--- src/rtl/io_decoder_n.sv ---
// I/O address decoder with per-device wait states.
// Decodes the top SEL_BITS of dbus into one of N_DEV device strobes and holds
// the strobe for WAIT_STATES[idx]+1 cycles. It then pulses io_done for one
// cycle, with io_err alongside it if the device is unmapped.
// Ports:
//   clk, nrst          clock and asynchronous active-low reset
//   dbus, nwrm         address bus and active-low write
//   state_fetch/exec   CPU phase indicators
//   io_req             current instruction is an I/O access
//   io, nio            registered I/O-phase flag and its complement
//   io_rd              io & state_exec (combinational)
//   dev_wr, dev_rd     registered one-hot device strobes
//   dev_addr           latched low address bits
//   io_wait            CPU stall request (combinational)
//   io_done, io_err    one-cycle completion / unmapped-access pulses
module io_decoder_n #(
   parameter int unsigned ADDR_W   = 12,
   parameter int unsigned SEL_BITS = 2,
   parameter int unsigned WAIT_W   = 3,
   localparam int unsigned N_DEV   = 2**SEL_BITS,
   parameter logic [N_DEV*WAIT_W-1:0] WAIT_STATES = {N_DEV{WAIT_W'(1)}},
   parameter logic [N_DEV-1:0]        DEV_MASK    = '1
) (
   input  logic                       clk,
   input  logic                       nrst,
   input  logic [ADDR_W-1:0]          dbus,
   input  logic                       nwrm,
   input  logic                       state_fetch,
   input  logic                       state_exec,
   input  logic                       io_req,
   output logic                       io,
   output logic                       nio,
   output logic                       io_rd,
   output logic [N_DEV-1:0]           dev_wr,
   output logic [N_DEV-1:0]           dev_rd,
   output logic [ADDR_W-SEL_BITS-1:0] dev_addr,
   output logic                       io_wait,
   output logic                       io_done,
   output logic                       io_err
);

   localparam int unsigned LOW_W = ADDR_W - SEL_BITS;

   typedef enum logic [1:0] {IDLE, STROBE, DONE} state_t;

   state_t              state, state_nxt;
   logic [WAIT_W-1:0]   cnt, cnt_nxt;
   logic [SEL_BITS-1:0] idx, idx_nxt;
   logic                dir, dir_nxt;
   logic [LOW_W-1:0]    addr_nxt;
   logic                io_nxt;
   logic [N_DEV-1:0]    wr_nxt, rd_nxt;
   logic                done_nxt, err_nxt;
   logic                start;
   logic [SEL_BITS-1:0] dbus_idx;
   logic [WAIT_W-1:0]   wait_sel;

   assign dbus_idx = dbus[ADDR_W-1 -: SEL_BITS];

   // Gated by nrst so the stall request also drops while reset is held.
   assign start   = nrst && (state == IDLE) && state_exec && io_req && !io;
   assign io_wait = start || (state == STROBE);
   assign io_rd   = io && state_exec;

   // Wait-state count for the device currently addressed on dbus.
   always_comb begin
      wait_sel = '0;
      for (int k = 0; k < int'(N_DEV); k++) begin
         if (dbus_idx == SEL_BITS'(k)) wait_sel = WAIT_STATES[k*WAIT_W +: WAIT_W];
      end
   end

   // State register and all registered outputs.
   always_ff @(posedge clk or negedge nrst) begin
      if (!nrst) begin
         state    <= IDLE;
         cnt      <= '0;
         idx      <= '0;
         dir      <= 1'b0;
         dev_addr <= '0;
         io       <= 1'b0;
         nio      <= 1'b1;
         dev_wr   <= '0;
         dev_rd   <= '0;
         io_done  <= 1'b0;
         io_err   <= 1'b0;
      end else begin
         state    <= state_nxt;
         cnt      <= cnt_nxt;
         idx      <= idx_nxt;
         dir      <= dir_nxt;
         dev_addr <= addr_nxt;
         io       <= io_nxt;
         nio      <= !io_nxt;
         dev_wr   <= wr_nxt;
         dev_rd   <= rd_nxt;
         io_done  <= done_nxt;
         io_err   <= err_nxt;
      end
   end

   // Next-state logic; strobes are derived from the next state so they are
   // high exactly for the cycles the FSM spends in STROBE.
   always_comb begin
      state_nxt = state;
      cnt_nxt   = cnt;
      idx_nxt   = idx;
      dir_nxt   = dir;
      addr_nxt  = dev_addr;
      io_nxt    = io;
      wr_nxt    = '0;
      rd_nxt    = '0;
      done_nxt  = 1'b0;
      err_nxt   = 1'b0;

      case (state)
         IDLE: begin
            if (start) begin
               idx_nxt   = dbus_idx;
               dir_nxt   = !nwrm;
               addr_nxt  = dbus[LOW_W-1:0];
               cnt_nxt   = wait_sel;
               io_nxt    = 1'b1;
               state_nxt = STROBE;
            end else if (state_fetch) begin
               io_nxt = 1'b0;
            end
         end
         STROBE: begin
            if (cnt == '0) begin
               state_nxt = DONE;
               done_nxt  = 1'b1;
               err_nxt   = !DEV_MASK[idx];
            end else begin
               cnt_nxt = cnt - WAIT_W'(1);
            end
         end
         DONE: begin
            state_nxt = IDLE;
            if (state_fetch) io_nxt = 1'b0;
         end
         default: state_nxt = IDLE;
      endcase

      if (state_nxt == STROBE && DEV_MASK[idx_nxt]) begin
         if (dir_nxt) wr_nxt = N_DEV'(1) << idx_nxt;
         else         rd_nxt = N_DEV'(1) << idx_nxt;
      end
   end

endmodule

--- config.mk ---
export PLATFORM = sky130hd
export DESIGN_NAME = io_decoder_n
export DESIGN_NICKNAME = d
export VERILOG_FILES = /design/src/rtl/io_decoder_n.sv
export SDC_FILE = /design/constraint.sdc
export NUM_CORES = 1
export LEC_CHECK = 0
export CAP_MARGIN = 15
export CORE_MARGIN = 1
export CORE_UTILIZATION = 59
export DETAILED_ROUTE_END_ITERATION = 7
export DONT_BUFFER_PORTS = 1
export MAX_ROUTING_LAYER = met4
export PLACE_DENSITY = 0.75
export SLEW_MARGIN = 25
export SYNTH_ARGS = -nofsm -noshare
export SYNTH_HDL_FRONTEND = slang
export SYNTH_SLANG_ARGS = --single-unit
--- constraint.sdc ---
create_clock -name clk -period 3.38 [get_ports clk]
set_input_delay 0.507 -clock clk [delete_from_list [all_inputs] [get_ports clk]]
set_output_delay 0.507 -clock clk [all_outputs]
set_load 0.01 [all_outputs]
* Yosys cells after proc, flatten, opt, wreduce, memory -nomap -nowiden *
Cells that the tools add are included.

storage, ports and cells
  flip-flop bits (word level) = 30
  input bits = 18
  output and inout bits = 24
  logic and storage cells = 69

cells by class
  add/subtract/negate cells = 1
  magnitude comparators = 2
  equality and inequality tests = 8
  shift operators = 1
  multiplexer cells = 29
  reductions and logical operators = 17

operators by type and width
  kind                 count
  $mux 4               4
  $mux 1               12
  $mux 3               4
  $mux 2               4
  $eq 2x1->1 const B   3
  $eq 2x2->1 const B   3
  $logic_and 1x1->1    6
  $lt 2x3->1 const B   2
  $pmux 3 s2           1
  $bmux 1 s2           2
  $logic_not 1->1      4
  $logic_not 2->1      2
  $ne 2x2->1 const B   2
  $pmux 2 s2           1
  $shl 1x2->4 const A  1
  $logic_not 3->1      1
  $reduce_and 3->1     1
  $sub 3x1->3 const B  1
  $pmux 1 s2           1
  $reduce_and 2->1     1
  $reduce_bool 2->1    1
  $logic_or 1x1->1     1

* Longest topological paths before layout *
Gate-level depths: netlist of the first run.

  depth after elaboration = 11
  gate-level depth with buffers = 5
  gate-level depth less buffers = 5

* Worst setup path before layout of the first run *
Ideal clock, no wire load.

  path kind = reg-to-reg
  start = reg io
  end = reg dev_addr[4]
  setup time = 0.125 ns
  arrival = 1.491 ns
  required time = 3.255 ns
  path slack = 1.764 ns
  stages on the path, launching flop included = 6
  buffers on the path = 2
  clock period less this slack = 1.616 ns
  cells stage by stage = dfrtp_1 > nor4b_4 > and2_1 > buf_6 > buf_12 > mux2_4

between the ends
  word-level cells in the longest chain between the ends = 3

ends and longest elaborated chain
  what                        line  RTL
  start: declaration          31    output logic io,
  start signal: assignment    93    io <= io_nxt;
  $logic_not 1->1             61    assign start = nrst && (state == IDLE) && state_exec && io_req && !io;
  $logic_and 1x1->1           61
  $reduce_and 2->1 (no line)  n/a
  end signal: assignment      92    dev_addr <= addr_nxt;
  end: declaration            36    output logic [ADDR_W-SEL_BITS-1:0] dev_addr,

Every way passes these cells.
A chain may end at the register's enable or synchronous reset.

* Worst setup path in the final report of the first run *
  start = reg io
  end = reg dev_addr[3]

The elaborated chain is that of the path after synthesis.

==> PnR_summary.wiki, run 1 <==
{| class="wikitable"
! Metric !! Value
|-
| Area contributors post-synth || dfrtp_1 (56%), mux2_4 (7.3%), mux2_2 (4.5%)
|-
| Avg Cell Area, Syn || 12.67 um2
|-
| Syn Inst Count || 98
|-
| Number of antenna violations at the first check in global routing || 0
|-
| Detailed-route DRC error count || 0
|-
| Total CTS buffers || 5
|-
| Tot GR Track Use || 20.78%
|-
| Final hold slack || 0.2616 ns
|-
| Wirelength, routed || 2.006 mm
|-
| Initial core utilization || 63.27%
|-
| TritonCTS clock tree || built
|-
| Slew @ Worst Pin || 0.7404 ns
|-
| Post-detailed-placement cell area || 1236 um2
|-
| Crit Path Category || flip-flop to flip-flop
|-
| First-pass GRT wire length || 3.008 mm
|-
| Count of endpoints failing setup in the final report || 0
|-
| Critical path endpoint category || flip-flop
|-
| Status || completed
|-
| Maximum number of pins on one net before global-route repair || 29
|-
| Fraction of layout cells with a size suffix above 1 || 22.64%
|-
| Num Clock Sinks || 29
|-
| Total nets after synthesis || 118
|-
| Worst clock skew on the final layout || 0.009119 ns
|-
| Num rows || 16
|-
| Vias in the first global route || 766
|-
| Share of the cycle needed by the critical path after routing || 60.28%
|-
| Global-route congestion overflow total || 0
|-
| Number of antenna repair diodes || 0
|-
| Maximum number of buffers from clock root to sink || 2
|-
| IR Drop Worst-Case VDD || 0.4276 mV
|-
| Setup repair after global routing missed its margin || no
|-
| Count of state elements after synthesis || 29
|-
| Fraction of synthesized cell area taken by the top area cell type || 56.45%
|-
| DRC violation total after the first TritonRoute iteration || 4
|-
| Area of the placeable core || 1962 um2
|-
| Count of final max-slew check failures || 0
|-
| Pwr per Cell Area || 847.4 nW/um2
|-
| Fmax || 490.8 MHz
|-
| Non-Filler Cell Area, Final || 1346 um2
|-
| Detailed-route via count || 751
|-
| Latest clock arrival within the worst-skew pair || 0.33 ns
|-
| Relative area change from synthesis to final layout || 8.468%
|-
| Routed wire per std cell || 15.08 um
|-
| Clock H-tree levels || 2
|-
| Normalized max-slew margin || 50.64%
|-
| Final min period || 2.037 ns
|-
| Number of cells upsized or downsized after cts || 0
|-
| Max-cap violations || 0
|-
| Detailed-router iteration count before antenna repair || 4
|-
| Via density per instance || 5.647
|-
| Library cell with the largest summed area after synthesis || dfrtp_1
|-
| Type of element launching the critical path || flip-flop
|-
| Final-layout fill cell count || 162
|-
| Number of port buffers || 0
|-
| Detailed placement HPWL || 1.410 mm
|-
| Required arrival time at the worst endpoint || 3.59 ns
|-
| Routability congestion estimate from global placement || 0.9122
|-
| Vertical die dimension || 47.87 um
|-
| Leakage dissipation || 0.6212 nW
|-
| IO Count || 42
|-
| WP data arrival || 2.25 ns
|-
| Number of endpoints with negative hold slack in the final report || 0
|-
| Final total negative setup slack || 0 ns
|-
| Width of the die || 47.87 um
|-
| Hold Crit Class || input pin to flip-flop
|-
| Clock tree root driver cell || clkbuf_4
|-
| Part of the Yosys area used for sequential elements || 58.57%
|-
| Layout net count || 125
|-
| Antenna Nets Post-Route || 0
|-
| Full die area || 2291 um2
|-
| Yosys warns || 0
|-
| Cell area after synthesis || 1241 um2
|-
| End-of-flow core utilization || 68.62%
|-
| Crit path max fanout || 15
|-
| Clock-pin transition on the worst setup and hold timing paths || 0.08 ns
|-
| Distinct cell type count after synthesis || 26
|}
==> cells in the final DEF, fill, tap and decap left out <==
master	instances
dfrtp_1	28
nand2_1	7
o22ai_1	7
nand2b_1	6
mux2_4	6
inv_1	5
a21oi_1	5
mux2_2	5
clkbuf_4	5
o21ai_0	4
and2_1	3
nand3_1	3
nor2_1	2
nor2b_1	2
o32ai_1	2
ha_1	2
clkbuf_8	2
dlygate4sd3_1	2
nor4b_4	1
nand3b_1	1
or2_2	1
and2_2	1
nor3_1	1
or4_1	1
conb_1	1
clkinv_2	1
buf_12	1
dfstp_2	1
==> critical path: stages (launching register included) <==
cell and delay [ns]:
dfrtp_1 0.46, nor4b_4 0.39, and2_1 0.67, mux2_2 0.41
==> logic make-up after synthesis <==
kind of cell | after synthesis | share of synthesized area, %
mux | 11 | 11.79
simple gates | 29 | 14.11
other cells | 1 | 0.3021
compound gates | 18 | 8.568
flops | 29 | 58.57
buf+inv | 8 | 4.637
fa+ha+maj | 2 | 2.016
==> registers in the layout, indices dropped and copies added, names as in the netlist <==
signal and flops:
cnt 3, dev_addr 10, state 2, nio 1, idx 2, io_done 1, dir 1, dev_rd 4
io 1, dev_wr 4
==> report_power, final <==
part,internal (mW),total (mW),switching (mW)
sequential,0.476,0.606,0.130
combinational,0.156,0.301,0.145
clock,0.120,0.233,0.113
total,0.752,1.14,0.388
==> cell type report <==
cell class	count	area (um2)	area share [%]
flip-flops and latches	29	726.9	54.00
clock buffers	7	65.06	4.833
clock inverters	1	5.005	0.3717
inverters	5	18.77	1.394
repair buffers	3	40.04	2.974
multi-input cells	61	456.7	33.92
well taps	27	33.78	2.509
==> stage by stage <==
stage                     std cells  setup slack (ns)  total power, mW
final                           133             1.343            1.141
after global routing            133             1.221            1.225
after CTS                       132             1.324            1.153
after detailed placement        122             1.326           0.9066
after global placement          122             1.389           0.8849
after floorplan                  98             1.764           0.8494
==> timing repair <==
item,4_1_cts,5_1_grt
hold buffers,2,1
buffers inserted,0,0
hold endpoints to repair,28,1
==> final timing paths <==
kind | slack (ns) | end | depth (start not counted) | startpoint
setup / recovery | 1.34 | dev_addr[3]$_DFFE_PN0P_ | 3 | io$_DFF_PN0_
hold / removal | 0.26 | dir$_DFF_PN0_ | 1 | nwrm
setup reg to reg | 1.34 | dev_addr[3]$_DFFE_PN0P_ | 3 | io$_DFF_PN0_
hold reg to reg | 0.56 | cnt[0]$_DFFE_PN0P_ | 2 | cnt[0]$_DFFE_PN0P_
max in group asynchronous | 2.59 | cnt[0]$_DFFE_PN0P_ | 2 | nrst
min in group asynchronous | 0.57 | nio$_DFF_PN1_ | 1 | nrst
==> cell usage after synthesis <==
master    number
mux2_4         6
nand2b_1       6
nor2_1         2
inv_1          5
o32ai_1        2
and2_2         1
buf_6          1
nor4b_4        1
a21oi_1        5
nand2_1        7
nor2b_1        2
o22ai_1        7
dfstp_2        1
or2_2          1
buf_12         1
buf_4          1
and2_1         3
conb_1         1
nand3_1        3
dfrtp_1       28
nor3_1         1
or4_1          1
mux2_2         5
ha_1           2
nand3b_1       1
o21ai_0        4
==> metal layers <==
metal  share of wire [%]  track usage [%]  vias to the layer above
li1                    -                -                      355
met2                  52            31.62                       29
met5                   0                -                        -
met4                 3.3            16.67                        0
met3                 6.3            7.170                       10
met1                  38            21.56                      357
No activity file was read; power rests on OpenSTA's default activity.
==> run 2, diff against run 1 <==
==> constraint.sdc (replaced) <==
create_clock -name clk -period 2.1 [get_ports clk]
set_input_delay 0.315 -clock clk [delete_from_list [all_inputs] [get_ports clk]]
set_output_delay 0.315 -clock clk [all_outputs]
set_load 0.01 [all_outputs]
==> PnR_summary.wiki, run 2 (same netlist as run 1, synthesis figures left out) <==
{| class="wikitable"
! Metric !! Value
|-
| Part of the power in the clock network || 18.1%
|-
| Clock H-tree levels || 2
|-
| Setup slack at placement || 0.4149 ns
|-
| Area of the placeable core || 1962 um2
|-
| Dpl cells || 124
|-
| Routed wire per std cell || 16.03 um
|-
| Vias in the first global route || 768
|-
| Cells along the critical path || nor4b_4 > nand2_1 > nand2_1
|-
| Crit Path Category || flip-flop to output port
|-
| Max-cap violations || 0
|-
| Most common library cell in the layout ignoring fill and taps || dfrtp_1
|-
| Fmax || 550.7 MHz
|-
| Wirelength, routed || 2.132 mm
|-
| Number of flip-flops under the largest register name || 10
|-
| Layer with the highest usage after global routing || met2
|-
| Post-CTS Hold Buffers || 2
|-
| Number of port buffers || 0
|-
| Full die area || 2291 um2
|-
| Maximum number of pins on one net before global-route repair || 30
|-
| WP data arrival || 1.50 ns
|-
| Number of antenna violations at the first check in global routing || 0
|-
| Detailed-route DRC error count || 0
|-
| Register with the most flip-flops || dev_addr
|-
| IR Drop Worst-Case VDD || 0.7228 mV
|-
| Reported net switching power || 0.6247 mW
|-
| Grt met2 use || 38.38%
|-
| Total CTS buffers || 5
|-
| Routability congestion estimate from global placement || 0.8437
|-
| Number of antenna repair diodes || 0
|-
| Global-route congestion overflow total || 0
|-
| Status || completed
|-
| Detailed-router iteration count before antenna repair || 4
|-
| Vertical die dimension || 47.87 um
|-
| First-pass GRT wire length || 3.263 mm
|-
| Antenna Nets Post-Route || 0
|-
| Layout net count || 126
|-
| Share of the cycle needed by the critical path after routing || 86.48%
|-
| Leakage dissipation || 0.6178 nW
|-
| Met1 routing resource usage after global routing || 23.08%
|-
| Final min period || 1.816 ns
|-
| Max incr delay on CP || 0.46 ns
|-
| Final-layout fill cell count || 156
|-
| Maximum number of buffers from clock root to sink || 2
|-
| Count of endpoints failing setup in the final report || 0
|-
| Top Registers || dev_addr: 10 flops, dev_rd: 4 flops, dev_wr: 4 flops
|-
| Non-Filler Cell Area, Final || 1336 um2
|-
| Master of the slowest instance on the critical path || dfrtp_1
|-
| TritonCTS clock tree || built
|-
| Number of endpoints with negative hold slack in the final report || 0
|-
| IO Count || 42
|-
| Global routing met3 resource utilization || 7.170%
|-
| Post-route setup slack || 0.2840 ns
|-
| Num rows || 16
|-
| Sequential share of power || 54.2%
|-
| Area occupied by registers || 726.9 um2
|-
| Post-layout power || 1.804 mW
|-
| Fraction of power consumed by combinational cells || 27.6%
|-
| Number of cells upsized or downsized after cts || 0
|-
| Pwr per Cell Area || 1350 nW/um2
|-
| Setup repair after global routing missed its margin || no
|-
| End-of-flow core utilization || 68.11%
|-
| Type of element launching the critical path || flip-flop
|-
| Post-CTS setup buffers || 0
|-
| Num Clock Sinks || 29
|-
| Detailed-route via count || 771
|-
| Initial core utilization || 63.27%
|-
| Final hold slack || 0.08195 ns
|-
| Int Power || 1.179 mW
|-
| Via density per instance || 5.797
|-
| Final total negative setup slack || 0 ns
|-
| Post-detailed-placement cell area || 1251 um2
|-
| Proportion of total power due to net switching || 34.63%
|-
| Clock tree root driver cell || clkbuf_4
|-
| Detailed placement HPWL || 1.498 mm
|-
| Cell type with the highest occurrence count on the critical path || nand2_1
|-
| Latest clock arrival within the worst-skew pair || 0.32 ns
|-
| Area of the multi-input gates || 456.7 um2
|-
| Count of final max-slew check failures || 0
|-
| Worst clock skew on the final layout || 0.007368 ns
|-
| Tot GR Track Use || 22.58%
|-
| Hold Crit Class || input pin to flip-flop
|-
| DRC violation total after the first TritonRoute iteration || 14
|-
| Relative area change from synthesis to final layout || 7.661%
|-
| Crit path max fanout || 5
|-
| Clock-pin transition on the worst setup and hold timing paths || 0.08 ns
|-
| Width of the die || 47.87 um
|-
| Highest-count cells in the layout ignoring fill and taps || dfrtp_1 (28), nand2_1 (7), o22ai_1 (7), nand2b_1 (6), mux2_4 (6)
|-
| Count of non-filler cells in the finished layout || 133
|-
| Critical path endpoint category || output port
|-
| Required arrival time at the worst endpoint || 1.78 ns
|-
| Fraction of layout cells with a size suffix above 1 || 22.64%
|}
-- run 2: changes by cell type in the layout (fill, tap and decap cells not counted) --
cell	change
buf_4	+2
clkbuf_1	+1
clkbuf_8	-1
clkinv_2	-1
dlygate4sd3_1	-1
-- run 2: path summary, 6_finish.rpt --
kind / startpoint / end / slack [ns] / cells past startpoint
max in group asynchronous: nrst / nio$_DFF_PN1_ / 1.43 / 2
max: io$_DFF_PN0_ / io_wait / 0.28 / 3
min in group asynchronous: nrst / dir$_DFF_PN0_ / 0.44 / 2
max reg2reg: io$_DFF_PN0_ / dev_addr[7]$_DFFE_PN0P_ / 0.41 / 4
min reg2reg: cnt[1]$_DFFE_PN0P_ / cnt[1]$_DFFE_PN0P_ / 0.57 / 2
min: nwrm / dir$_DFF_PN0_ / 0.08 / 1
-- run 2: per-layer routing --
metal / wire, um / part of all wire (%)
met3: 106 / 5.0
met1: 818 / 38
met2: 1177 / 55
met5: 0 / 0
met4: 29 / 1.4
-- run 2: worst max-delay path, delay by kind of cell (launching register included) --
family / cells / cell delay [ns]
simple gates: 3 / 0.73
flops: 1 / 0.46
-- run 2: power by group through the flow --
stage,Combinational [mW],Sequential (mW),Clock [mW]
finish,0.499,0.978,0.327
global route,0.564,1.01,0.358
CTS,0.503,0.980,0.338
detailed placement,0.482,0.990,0
global placement,0.449,0.981,0
floorplan,0.416,0.952,0
-- run 2: layout make-up --
cell class / instances / area share [%]
multi-input cells: 61 / 34.18
clock buffers: 7 / 4.120
flip-flops and latches: 29 / 54.40
inverters: 5 / 1.404
repair buffers: 4 / 3.371
well taps: 27 / 2.528
